## config.mk

```make
export PLATFORM = sky130hd
export DESIGN_NAME = control_sequencer
export DESIGN_NICKNAME = d
export VERILOG_FILES = /design/src/rtl/sap_pkg.sv /design/src/rtl/ring_counter.sv /design/src/rtl/control_sequencer.sv
export SDC_FILE = /design/constraint.sdc
export NUM_CORES = 1
export LEC_CHECK = 0
export CORE_UTILIZATION = 35
export DETAILED_ROUTE_END_ITERATION = 16
export PLACE_DENSITY = 0.74
export SLEW_MARGIN = 10
export SYNTH_ARGS = -nofsm -noshare
export SYNTH_HDL_FRONTEND = slang
export SYNTH_HIERARCHICAL = 1
export SYNTH_SLANG_ARGS = --single-unit
export TNS_END_PERCENT = 5
```

## constraint.sdc

```tcl
create_clock -name clk -period 3.6 [get_ports clk]
set_input_delay 0.72 -clock clk [delete_from_list [all_inputs] [get_ports clk]]
set_output_delay 0.72 -clock clk [all_outputs]
set_load 0.01 [all_outputs]
```

## src/rtl/sap_pkg.sv

```systemverilog
// Shared SAP-1 control definitions: opcodes, one-hot T-states and control-word layout.
// Optional JMP support is enabled by defining SAP_JMP_EN.
package sap_pkg;

  localparam int unsigned OP_W = 4;
  localparam int unsigned T_W  = 6;
  localparam int unsigned CW_W = 13;

  localparam logic [OP_W-1:0] OP_LDA = 4'h0;
  localparam logic [OP_W-1:0] OP_ADD = 4'h1;
  localparam logic [OP_W-1:0] OP_SUB = 4'h2;
  localparam logic [OP_W-1:0] OP_JMP = 4'h3;
  localparam logic [OP_W-1:0] OP_OUT = 4'hE;
  localparam logic [OP_W-1:0] OP_HLT = 4'hF;

  // One-hot ring positions; all-zero encodes the halted machine.
  typedef enum logic [T_W-1:0] {
    ST_HALT = 6'b000000,
    ST_T1   = 6'b000001,
    ST_T2   = 6'b000010,
    ST_T3   = 6'b000100,
    ST_T4   = 6'b001000,
    ST_T5   = 6'b010000,
    ST_T6   = 6'b100000
  } t_state_e;

  localparam int unsigned CW_CP   = 0;
  localparam int unsigned CW_EP   = 1;
  localparam int unsigned CW_JMP  = 2;
  localparam int unsigned CW_LM_N = 3;
  localparam int unsigned CW_CE_N = 4;
  localparam int unsigned CW_LI_N = 5;
  localparam int unsigned CW_EI_N = 6;
  localparam int unsigned CW_LA_N = 7;
  localparam int unsigned CW_EA   = 8;
  localparam int unsigned CW_SU   = 9;
  localparam int unsigned CW_EU   = 10;
  localparam int unsigned CW_LB_N = 11;
  localparam int unsigned CW_LO_N = 12;

  // Every active-low strobe high, every active-high strobe low.
  localparam logic [CW_W-1:0] CW_INACTIVE = 13'b1_1000_1111_1000;

endpackage

```

## src/rtl/ring_counter.sv

```systemverilog
// Six-position one-hot T-state ring with synchronous clear and a sticky halt.
module ring_counter
  import sap_pkg::*;
(
  input  logic           clk,
  input  logic           clr,
  input  logic           halt,
  output logic [T_W-1:0] t_state
);

  t_state_e state;
  t_state_e state_next;

  always_ff @(posedge clk) begin
    state <= state_next;
  end

  // Clear wins over everything; once zero the ring stays zero until cleared.
  always_comb begin
    state_next = ST_HALT;
    if (clr) begin
      state_next = ST_T1;
    end else if (!halt) begin
      case (state)
        ST_T1:   state_next = ST_T2;
        ST_T2:   state_next = ST_T3;
        ST_T3:   state_next = ST_T4;
        ST_T4:   state_next = ST_T5;
        ST_T5:   state_next = ST_T6;
        ST_T6:   state_next = ST_T1;
        default: state_next = ST_HALT;
      endcase
    end
  end

  assign t_state = state;

endmodule

```

## src/rtl/control_sequencer.sv

```systemverilog
// SAP-1 control unit: T-state ring plus opcode decoder producing the datapath control word.
// Define SAP_JMP_EN to decode opcode 4'h3 as JMP; otherwise it runs as NOP and jmp stays 0.
module control_sequencer
  import sap_pkg::*;
(
  input  logic            clk,
  input  logic            clr,
  input  logic [OP_W-1:0] opcode,
  output logic            cp,
  output logic            ep,
  output logic            jmp,
  output logic            lm_n,
  output logic            ce_n,
  output logic            li_n,
  output logic            ei_n,
  output logic            la_n,
  output logic            ea,
  output logic            su,
  output logic            eu,
  output logic            lb_n,
  output logic            lo_n,
  output logic            hlt,
  output logic [T_W-1:0]  t_state
);

  logic [CW_W-1:0] cw;
  logic            halt_req;

  assign halt_req = !clr && (t_state == ST_T4) && (opcode == OP_HLT);

  ring_counter u_ring (
    .clk     (clk),
    .clr     (clr),
    .halt    (halt_req),
    .t_state (t_state)
  );

  // Control word decode; forced inactive while clear is asserted.
  always_comb begin
    cw = CW_INACTIVE;
    if (!clr) begin
      case (t_state)
        ST_T1: begin
          cw[CW_EP]   = 1'b1;
          cw[CW_LM_N] = 1'b0;
        end
        ST_T2: cw[CW_CP] = 1'b1;
        ST_T3: begin
          cw[CW_CE_N] = 1'b0;
          cw[CW_LI_N] = 1'b0;
        end
        ST_T4: begin
          case (opcode)
            OP_LDA, OP_ADD, OP_SUB: begin
              cw[CW_EI_N] = 1'b0;
              cw[CW_LM_N] = 1'b0;
            end
            OP_OUT: begin
              cw[CW_EA]   = 1'b1;
              cw[CW_LO_N] = 1'b0;
            end
`ifdef SAP_JMP_EN
            OP_JMP: begin
              cw[CW_EI_N] = 1'b0;
              cw[CW_JMP]  = 1'b1;
            end
`endif
            default: ;
          endcase
        end
        ST_T5: begin
          case (opcode)
            OP_LDA: begin
              cw[CW_CE_N] = 1'b0;
              cw[CW_LA_N] = 1'b0;
            end
            OP_ADD, OP_SUB: begin
              cw[CW_CE_N] = 1'b0;
              cw[CW_LB_N] = 1'b0;
            end
            default: ;
          endcase
        end
        ST_T6: begin
          if (opcode == OP_ADD || opcode == OP_SUB) begin
            cw[CW_EU]   = 1'b1;
            cw[CW_LA_N] = 1'b0;
            cw[CW_SU]   = (opcode == OP_SUB);
          end
        end
        default: ;
      endcase
    end
  end

  assign cp   = cw[CW_CP];
  assign ep   = cw[CW_EP];
  assign jmp  = cw[CW_JMP];
  assign lm_n = cw[CW_LM_N];
  assign ce_n = cw[CW_CE_N];
  assign li_n = cw[CW_LI_N];
  assign ei_n = cw[CW_EI_N];
  assign la_n = cw[CW_LA_N];
  assign ea   = cw[CW_EA];
  assign su   = cw[CW_SU];
  assign eu   = cw[CW_EU];
  assign lb_n = cw[CW_LB_N];
  assign lo_n = cw[CW_LO_N];
  assign hlt  = !clr && (t_state == ST_HALT);

endmodule

```

Yosys cells after proc, flatten, opt, wreduce, memory -nomap -nowiden
Cells that the tools add are included.
{"block": "op_classes", "n_eq_ne": 10, "mux": 22, "n_reduce_logical": 10}
{"op": "case mux 6 bit (6 select lines)", "count": 1}
{"op": "two-way mux 1 bit", "count": 14}
{"op": "two-way mux 10 bit", "count": 1}
{"op": "equality test 4 bit, second input constant", "count": 2}
{"op": "equality test 6 x 1 -> 1 bit, second input constant", "count": 1}
{"op": "equality test 6 x 2 -> 1 bit, second input constant", "count": 1}
{"op": "equality test 6 x 3 -> 1 bit, second input constant", "count": 1}
{"op": "equality test 6 x 4 -> 1 bit, second input constant", "count": 1}
{"op": "equality test 6 x 5 -> 1 bit, second input constant", "count": 1}
{"op": "equality test 6 bit, second input constant", "count": 1}
{"op": "logical NOT 6 bit", "count": 1}
{"op": "two-way mux 2 bit", "count": 3}
{"op": "case mux 1 bit (2 select lines)", "count": 3}
{"op": "equality test 4 x 1 -> 1 bit, second input constant", "count": 1}
{"op": "equality test 4 x 2 -> 1 bit, second input constant", "count": 1}
{"op": "logical NOT 4 bit", "count": 1}
{"op": "OR reduction 2 bit", "count": 2}
{"op": "logical AND 1 bit", "count": 3}
{"op": "OR reduction 3 bit", "count": 1}
{"op": "logical NOT 1 bit", "count": 1}
{"op": "logical OR 1 bit", "count": 1}
{"block": "word_totals", "output_inout_bits": 20, "elab_cells": 44, "register_bits": 6}

Logic depth before layout (Yosys ltp)
Gate-level depths: netlist of the first run.
{"block": "depth", "depth_word": 5, "mapped_depth": 5}

Modules after synthesis
The synthesis of the first run kept the hierarchy.
{"module": "control_sequencer", "area_each_um2": 262.8, "cells_each": 39, "instances": 1, "seq_area_each_um2": 0.0}
{"module": "ring_counter", "area_each_um2": 225.2, "cells_each": 19, "instances": 1, "seq_area_each_um2": 120.1}

Least setup slack after synthesis of the first run
OpenSTA, ideal clock, no wires.
{"block": "synth_timing", "path_kind": "input to output", "start": "input port clr", "end": "output port li_n", "cell_stages": 2, "setup_slack_ps": 1093, "t_arrival_ps": 1787, "required_ps": 2880, "cell_sequence": "or4_4 -> or4b_1"}
{"block": "synth_between", "elab_chain_len": 1}
{"element": "from (decl)", "line_no": "control_sequencer.sv:7", "rtl": "input logic clr,"}
{"element": "two-way mux 10 bit", "line_no": "control_sequencer.sv:41", "rtl": "if (!clr) begin"}
{"element": "to (decl)", "line_no": "control_sequencer.sv:14", "rtl": "output logic li_n,"}
No other way between the ends.

Final worst setup path of the first run
{"block": "layout_timing", "start": "input port clr", "end": "output port su"}
{"block": "layout_between", "elab_chain_len": 1}
{"element": "two-way mux 10 bit", "line_no": "control_sequencer.sv:41"}
{"element": "to (decl)", "line_no": "control_sequencer.sv:18", "rtl": "output logic su,"}
No other way between the ends.

==> metrics.yaml, run 1 <==
sta:
  finalSetupViolCount: 0
  timing.final.crit_share_pct: 95.96
  finalCriticalPeriod_ps: 3454
  hold_viol: 0
  fmax_mhz: 289.5
  slew_viol_final: 0
  finalSetupTns_ps: 0
  rsz0062_at_grt: "no"
  whs_ps: 572.8
  skew_ps: 3.650
clocking:
  htreeDepth: 1
  cts_setup_buffers: 0
  clk_pin_slew_worst_paths_ps: 40
  clk_latency_ps: 250
  clockBufferDepth: 2
  cts_root_buf: "clkbuf_4"
  clock_sink_count: 6
  cts_resized: 0
  cts_tree: "yes"
  cts-buffers-inserted: 3
  cts_hold_buffers: 0
placed_design:
  dp_hpwl_um: 939.2
  place_congestion: 0.7176
  numPortBuffers: 24
detailed_routing:
  via_per_inst: 5.360
  routedWlPerCell_um: 12.49
  drtAntennaViolNets: 0
  vias: 536
  top_layer: "met4"
  wl_met1_um: 586
  wl_mm: 1.249
  route.met3.wl_um: 64
  wl_met2_um: 589
  drt_first_pass_iters: 4
  drt-initial-drc-count: 15
  post-route-drc-count: 0
yosys:
  synth_top_area_share_pct: 24.62
  async_reset_ff_share_pct: 0
  synth_cell_types: 31
  synth_top_flop_cell: "dfxtp_1"
  ys_ff_latch: 6
  synth_area_um2: 488.0
  synthTopCellsByCount: "6 x dfxtp_1, 5 x nand2b_1, 5 x nor2_1"
  synth_cells: 58
  yosysMostFrequentCell: "dfxtp_1"
  yosysTopAreaCell: "dfxtp_1"
  syn_area_per_cell_um2: 8.413
  synth_area_leaders: "dfxtp_1 25%, nand2b_1 6.4%, nor4b_2 6.2%, or4_4 4.6%, nor4_4 4.4%"
  syn-num-nets: 64
  synth-edff-count: 0
  yosysWarnings: 6
  ys_seq_area_share_pct: 24.62
setup_path:
  r2r_cells: 5
  cp.required_ps: 2880
  reg2reg_setup_slack_ps: 1810
  worst_setup_path_end_kind: "output port"
  critPathCapture: "su"
  critPathKind: "in2out"
  worstSetupStartpoint: "clr"
  critPathMaxFanout: 4
  cp-start-kind: "input port"
  rr_startpoint: "u_ring/t_state[4]$_SDFF_PP0_"
  worstPathArrival_ps: 2730
  worstReg2RegEnd: "u_ring/t_state[3]$_SDFF_PP0_"
final_layout:
  nNetsFinal: 93
  register_area_um2: 120.1
  area_delta_synth_final_pct: 57.69
  multiInputGateArea_um2: 352.8
  largest_reg_flops: 6
  drive_gt1_share_pct: 14.12
  num-fill-cells: 132
  insertedDiodeCount: 0
floorplan:
  die_x_um: 39.34
  num_rows: 13
  die_y_um: 39.34
  ios: 26
  core-area_mm2: 0.001301
  dieArea_mm2: 0.001548
  initial_core_util_pct: 37.50
pwr:
  p_leak_nw: 0.2674
  vdd_ir_drop_max_mv: 0.1285
  power_density_mw_per_mm2: 222.9
global_routing:
  grt_antenna_before_repair: 0
  overflow: 0
  grt_first_pass_wirelength_mm: 2.049
  grt_max_degree: 15
  grt_pass1_vias: 486
  grtUsageTotal_pct: 19.43
min_path:
  min_path_type: "reg2reg"
run:
  drv_cap: 0
outcome:
  outcome: "completed"
[layout make-up]
class | count | area share, %
Inverter | 2 | 0.9756
Timing Repair Buffer | 25 | 32.20
Clock buffer | 3 | 2.927
Tap cell | 15 | 2.439
Multi-Input combinational cell | 49 | 45.85
Sequential cell | 6 | 15.61
[how the worst min path moves through the flow]
stage                                 start                           end  slack [ps]  cells past startpoint
2_1_floorplan  u_ring/t_state[0]$_SDFF_PP1_  u_ring/t_state[1]$_SDFF_PP0_         550                      2
5_1_grt        u_ring/t_state[0]$_SDFF_PP1_  u_ring/t_state[1]$_SDFF_PP0_         620                      2
4_1_cts        u_ring/t_state[3]$_SDFF_PP0_  u_ring/t_state[4]$_SDFF_PP0_         580                      2
6_report       u_ring/t_state[3]$_SDFF_PP0_  u_ring/t_state[4]$_SDFF_PP0_         570                      2
3_5_place_dp   u_ring/t_state[3]$_SDFF_PP0_  u_ring/t_state[4]$_SDFF_PP0_         570                      2
3_3_place_gp   u_ring/t_state[3]$_SDFF_PP0_  u_ring/t_state[4]$_SDFF_PP0_         560                      2
[worst max-delay path: stages]
cell	delay [ps]
clkdlybuf4s50_1	440
or4_4	560
nor4_4	200
nor3b_1	240
clkdlybuf4s50_1	570
[metrics by stage]
stage	utilization (%)	cells	area (um^2)	worst slack [ps]	power [mW]
2_1_floorplan	-	58	488.0	1093	0.09133
3_3_place_gp	57.40	97	747.0	211.8	0.1105
3_5_place_dp	57.40	97	747.0	126.4	0.1111
4_1_cts	59.13	100	769.5	108.2	0.1726
5_1_grt	59.13	100	769.5	69.78	0.1827
6_report	59.13	100	769.5	145.6	0.1715
[layer usage]
layer / track usage [%] / vias to the layer above
met3: 3.977 / 2
met5: 0 / -
met4: 10.34 / 0
li1: - / 275
met2: 30.00 / 18
met1: 24.92 / 241
[cells in the final DEF, fill, tap and decap left out, drive strengths merged, types with 2 or more instances in the layout]
cell type      synthesis  layout
or4b                   2       2
nand4                  2       2
or4                    4       4
dfxtp                  6       6
nor2b                  2       2
a21oi                  2       2
or2                    2       2
clkdlybuf4s50          0      24
nor4                   4       4
nor2                   5       5
nand2b                 5       5
nand2                  3       3
and3b                  2       2
inv                    2       2
clkbuf                 0       3
nor4b                  3       3
nor3                   2       2
[power by group]
| group | internal [mW] | leakage [nW] | total [mW] | switching [mW] |
|---|---|---|---|---|
| Combinational | 0.0207 | 0.205 | 0.0370 | 0.0162 |
| Sequential | 0.0684 | 0.0490 | 0.0728 | 0.00438 |
| Clock | 0.0377 | 0.0138 | 0.0617 | 0.0240 |
| Total | 0.127 | 0.267 | 0.171 | 0.0446 |
[cell families after synthesis]
family,Yosys count,share of synthesized area (%)
AO/OA/AOI/OAI,6,7.949
other,1,0.7685
buffers and inverters,3,3.078
flip-flops,6,24.62
AND/OR/NAND/NOR,42,63.59
No activity file was read; power rests on OpenSTA's default activity.
==> run 2, diff against run 1 <==
Settings changed: CORE_AREA set to 2 2 39 41, CORE_UTILIZATION 35 to unset, DIE_AREA set to 0 0 41 43, PLACE_DENSITY 0.74 to 0.77.
==> run 2 against run 1 <==
Net effect: sequential cell count unchanged; register-to-register slack worse by 50 ps; non-clock buffer count unchanged; via count down 0.19%; sequential power about the same; fmax up 1.3%; global-route usage down 3.4 points; die area up 14%.
==> metrics.yaml, run 2 (synthesis results as in run 1) <==
detailed_routing:
  wl_mm: 1.227
  routedWlPerCell_um: 12.15
  vias: 535
  drt_first_pass_iters: 4
  drtAntennaViolNets: 0
  post-route-drc-count: 0
  via_per_inst: 5.297
  drt-initial-drc-count: 9
min_path:
  min_path_cells: 2
  holdPathEnd: "u_ring/t_state[4]$_SDFF_PP0_"
  min_path_type: "reg2reg"
  hold_start: "u_ring/t_state[3]$_SDFF_PP0_"
floorplan:
  die_y_um: 43
  ios: 26
  core-area_mm2: 0.001384
  die_x_um: 41
  initial_core_util_pct: 35.26
  num_rows: 14
  dieArea_mm2: 0.001763
sta:
  skew_ps: 1.783
  finalCriticalPeriod_ps: 3411
  slew_viol_final: 0
  timing.final.crit_share_pct: 94.75
  fmax_mhz: 293.2
  finalSetupTns_ps: 0
  hold_viol: 0
  rsz0062_at_grt: "no"
  setup_ws_ps: 188.9
  finalSetupViolCount: 0
clocking:
  cts_root_buf: "clkbuf_4"
  clk_pin_slew_worst_paths_ps: 40
  cts_setup_buffers: 0
  clockBufferDepth: 2
  cts_hold_buffers: 0
  cts_resized: 0
  clk_latency_ps: 240
  clock_sink_count: 6
  cts_tree: "yes"
  htreeDepth: 1
  cts-buffers-inserted: 3
placed_design:
  post-place-ws_ps: 163.9
  dp_hpwl_um: 913.7
  place_congestion: 0.8061
  numPortBuffers: 24
setup_path:
  worstPathArrival_ps: 2690
  slowest_stage: "or4_4"
  reg2reg_setup_slack_ps: 1760
  worstSetupStartpoint: "clr"
  cpMostUsedCell: "clkdlybuf4s50_1"
  critPathMaxFanout: 4
  r2r_cells: 5
  cp-start-kind: "input port"
  critPathKind: "in2out"
  cp_slowest_stage_delay_ps: 560
  worst_setup_path_end_kind: "output port"
  worstReg2RegEnd: "u_ring/t_state[2]$_SDFF_PP0_"
  rr_startpoint: "u_ring/t_state[4]$_SDFF_PP0_"
  path_cells: "clkdlybuf4s50_1 -> or4_4 -> nor4_4 -> nor3b_1 -> clkdlybuf4s50_1"
  cp.required_ps: 2880
global_routing:
  overflow: 0
  grt_pass1_vias: 484
  grt_max_degree: 15
  grt_first_pass_wirelength_mm: 2.028
  grtUsageMet3_pct: 4.712
  grt_busiest_layer: "met2"
  use_met1_pct: 22.51
  grt_antenna_before_repair: 0
  gr-usage-met2_pct: 24.38
  grtUsageTotal_pct: 16.06
pwr:
  vdd_ir_drop_max_mv: 0.1881
  p_leak_nw: 0.2674
  power_density_mw_per_mm2: 223.2
  power_frac_seq_pct: 42.4
  sw_frac_of_total_pct: 26.25
  p_clk_share_pct: 36.0
  p_sw_mw: 0.04514
  finalPower_mw: 0.1720
  cell_internal_pwr_mw: 0.1269
  combPwrFrac_pct: 21.6
final_layout:
  area_delta_synth_final_pct: 57.95
  insertedDiodeCount: 0
  largest_reg_flops: 6
  fin_util_pct: 55.70
  nNetsFinal: 93
  final_cell_mix: "24 x clkdlybuf4s50_1, 6 x dfxtp_1, 5 x nand2b_1, 5 x nor2_1"
  drive_gt1_share_pct: 14.12
  layout_commonest_cell: "clkdlybuf4s50_1"
run:
  drv_cap: 0
outcome:
  outcome: "completed"
run 2: worst max-delay path by stage:
stage / endpoint / cells past startpoint
detailed placement: su / 5
finish: su / 5
global route: su / 5
global placement: su / 5
floorplan: li_n / 2
CTS: su / 5
run 2: power by group through the flow:
stage / sequential [mW] / clock (mW) / combinational, mW
5_1_grt: 0.0733 / 0.0700 / 0.0404
2_1_floorplan: 0.0736 / 0 / 0.0178
6_report: 0.0729 / 0.0620 / 0.0372
3_5_place_dp: 0.0740 / 0 / 0.0371
3_3_place_gp: 0.0740 / 0 / 0.0367
4_1_cts: 0.0728 / 0.0655 / 0.0372
run 2: final cells by class:
class,instances,area (um^2)
fill,144,613.1
multi-input combinational,49,352.8
timing repair buffer,25,247.7
sequential,6,120.1
clock buffer,3,22.52
tap,16,20.02
inverter,2,7.507
run 2: per-stage QoR:
| stage | hold WS, ps | instances | cell area, um^2 |
|---|---|---|---|
| finish | 584.8 | 101 | 770.7 |
| global route | 630.2 | 101 | 770.7 |
| CTS | 582.4 | 101 | 770.7 |
| detailed placement | 571.8 | 98 | 748.2 |
| global placement | 569.4 | 98 | 748.2 |
| floorplan | 552.5 | 58 | 488.0 |
run 2: critical path: cells and delay by family:
family	cells	cell delay (ps)
and+or+nand+nor	3	990
buffers and inverters	2	980
run 2: layer usage:
metal	vias up	wire (um)
li1	277	-
met1	240	587
met2	18	569
met3	0	70
met4	0	0
met5	-	0
==> run 3, diff against run 2 <==
Settings changed: PLACE_DENSITY 0.77 to 0.78.
==> run 3 against run 2 <==
Net effect: worst setup slack better by 13 ps; sequential cell count stayed put; clock-buffer cell count stayed put; sequential share of layout area stayed put; via count is 1.3% lower; largest cell class unchanged; largest power group unchanged.
==> metrics.yaml, run 3 (synthesis results as in run 1) <==
final_layout:
  layout_commonest_cell: "clkdlybuf4s50_1"
  insertedDiodeCount: 0
  multiInputGateArea_um2: 352.8
  drive_gt1_share_pct: 14.12
  area_delta_synth_final_pct: 57.95
  register_area_um2: 120.1
  nNetsFinal: 93
  largest_reg_flops: 6
  num-fill-cells: 155
  final_cell_mix: "24 x clkdlybuf4s50_1, 6 x dfxtp_1, 5 x nand2b_1, 5 x nor2_1"
global_routing:
  overflow: 0
  grtUsageMet3_pct: 7.853
  use_met1_pct: 25.08
  grt_busiest_layer: "met1"
  grt_max_degree: 15
  grt_antenna_before_repair: 0
  grtUsageTotal_pct: 17.67
  gr-usage-met2_pct: 25.00
  grt_pass1_vias: 499
  grt_first_pass_wirelength_mm: 2.173
placed_design:
  numPortBuffers: 24
  post-place-ws_ps: 209.8
  dp_hpwl_um: 953.1
  place_congestion: 0.8331
sta:
  whs_ps: 585.9
  finalSetupViolCount: 0
  fmax_mhz: 294.3
  timing.final.crit_share_pct: 94.38
  setup_ws_ps: 202.4
  slew_viol_final: 0
  finalCriticalPeriod_ps: 3398
  hold_viol: 0
  finalSetupTns_ps: 0
  skew_ps: 1.507
  rsz0062_at_grt: "no"
detailed_routing:
  wl_mm: 1.285
  via_per_inst: 5.228
  routedWlPerCell_um: 12.72
  drt-initial-drc-count: 6
  drtAntennaViolNets: 0
  drt_first_pass_iters: 3
  post-route-drc-count: 0
  vias: 528
pwr:
  p_leak_nw: 0.2674
  vdd_ir_drop_max_mv: 0.1909
  finalPower_mw: 0.1711
  power_density_mw_per_mm2: 222.0
floorplan:
  ios: 26
  initial_core_util_pct: 35.26
  core-area_mm2: 0.001384
  num_rows: 14
  die_y_um: 43
  die_x_um: 41
  dieArea_mm2: 0.001763
run:
  drv_cap: 0
setup_path:
  cp-start-kind: "input port"
  critPathMaxFanout: 4
  worstPathArrival_ps: 2680
  critPathKind: "in2out"
  reg2reg_setup_slack_ps: 1770
  worst_setup_path_end_kind: "output port"
  cp.required_ps: 2880
clocking:
  cts_resized: 0
  cts_tree: "yes"
  clk_latency_ps: 240
  cts-buffers-inserted: 3
  clock_sink_count: 6
  cts_hold_buffers: 0
  clockBufferDepth: 2
  cts_setup_buffers: 0
  htreeDepth: 1
  cts_root_buf: "clkbuf_4"
  clk_pin_slew_worst_paths_ps: 40
min_path:
  min_path_type: "reg2reg"
outcome:
  outcome: "completed"
[run 3: cell counts in the layout (fill, tap and decap cells not counted)]
Identical to the previous run, type by type.
[run 3: per-stage QoR]
step / std cells / util, % / cell area [um^2]
global route: 101 / 55.70 / 770.7
finish: 101 / 55.70 / 770.7
detailed placement: 98 / 54.07 / 748.2
CTS: 101 / 55.70 / 770.7
global placement: 98 / 54.07 / 748.2
floorplan: 58 / - / 488.0
[run 3: worst max-delay path: stages]
cell	delay, ps
clkdlybuf4s50_1	420
or4_4	560
nor4_4	200
nor3b_1	210
clkdlybuf4s50_1	560
[run 3: layout make-up]
cell class,instances,share of cell area [%]
clock buffers,3,2.922
inverters,2,0.9740
multi-input cells,49,45.78
flip-flops and latches,6,15.58
well taps,16,2.597
repair buffers,25,32.14
[run 3: power by group]
part	internal (mW)	total, mW	switching, mW
clock	0.0376	0.0611	0.0234
combinational	0.0208	0.0372	0.0165
sequential	0.0684	0.0728	0.00438
total	0.127	0.171	0.0443
[run 3: final timing paths]
path,startpoint,depth (start not counted),to
max,clr,5,su
max reg2reg,u_ring/t_state[4]$_SDFF_PP0_,5,u_ring/t_state[5]$_SDFF_PP0_
min reg2reg,u_ring/t_state[3]$_SDFF_PP0_,2,u_ring/t_state[4]$_SDFF_PP0_
min,u_ring/t_state[3]$_SDFF_PP0_,2,u_ring/t_state[4]$_SDFF_PP0_
[run 3: metal layers]
| metal | routed length, um | up-vias |
|---|---|---|
| met4 | 0 | 0 |
| met1 | 653 | 238 |
| li1 | - | 274 |
| met5 | 0 | - |
| met3 | 56 | 0 |
| met2 | 575 | 16 |
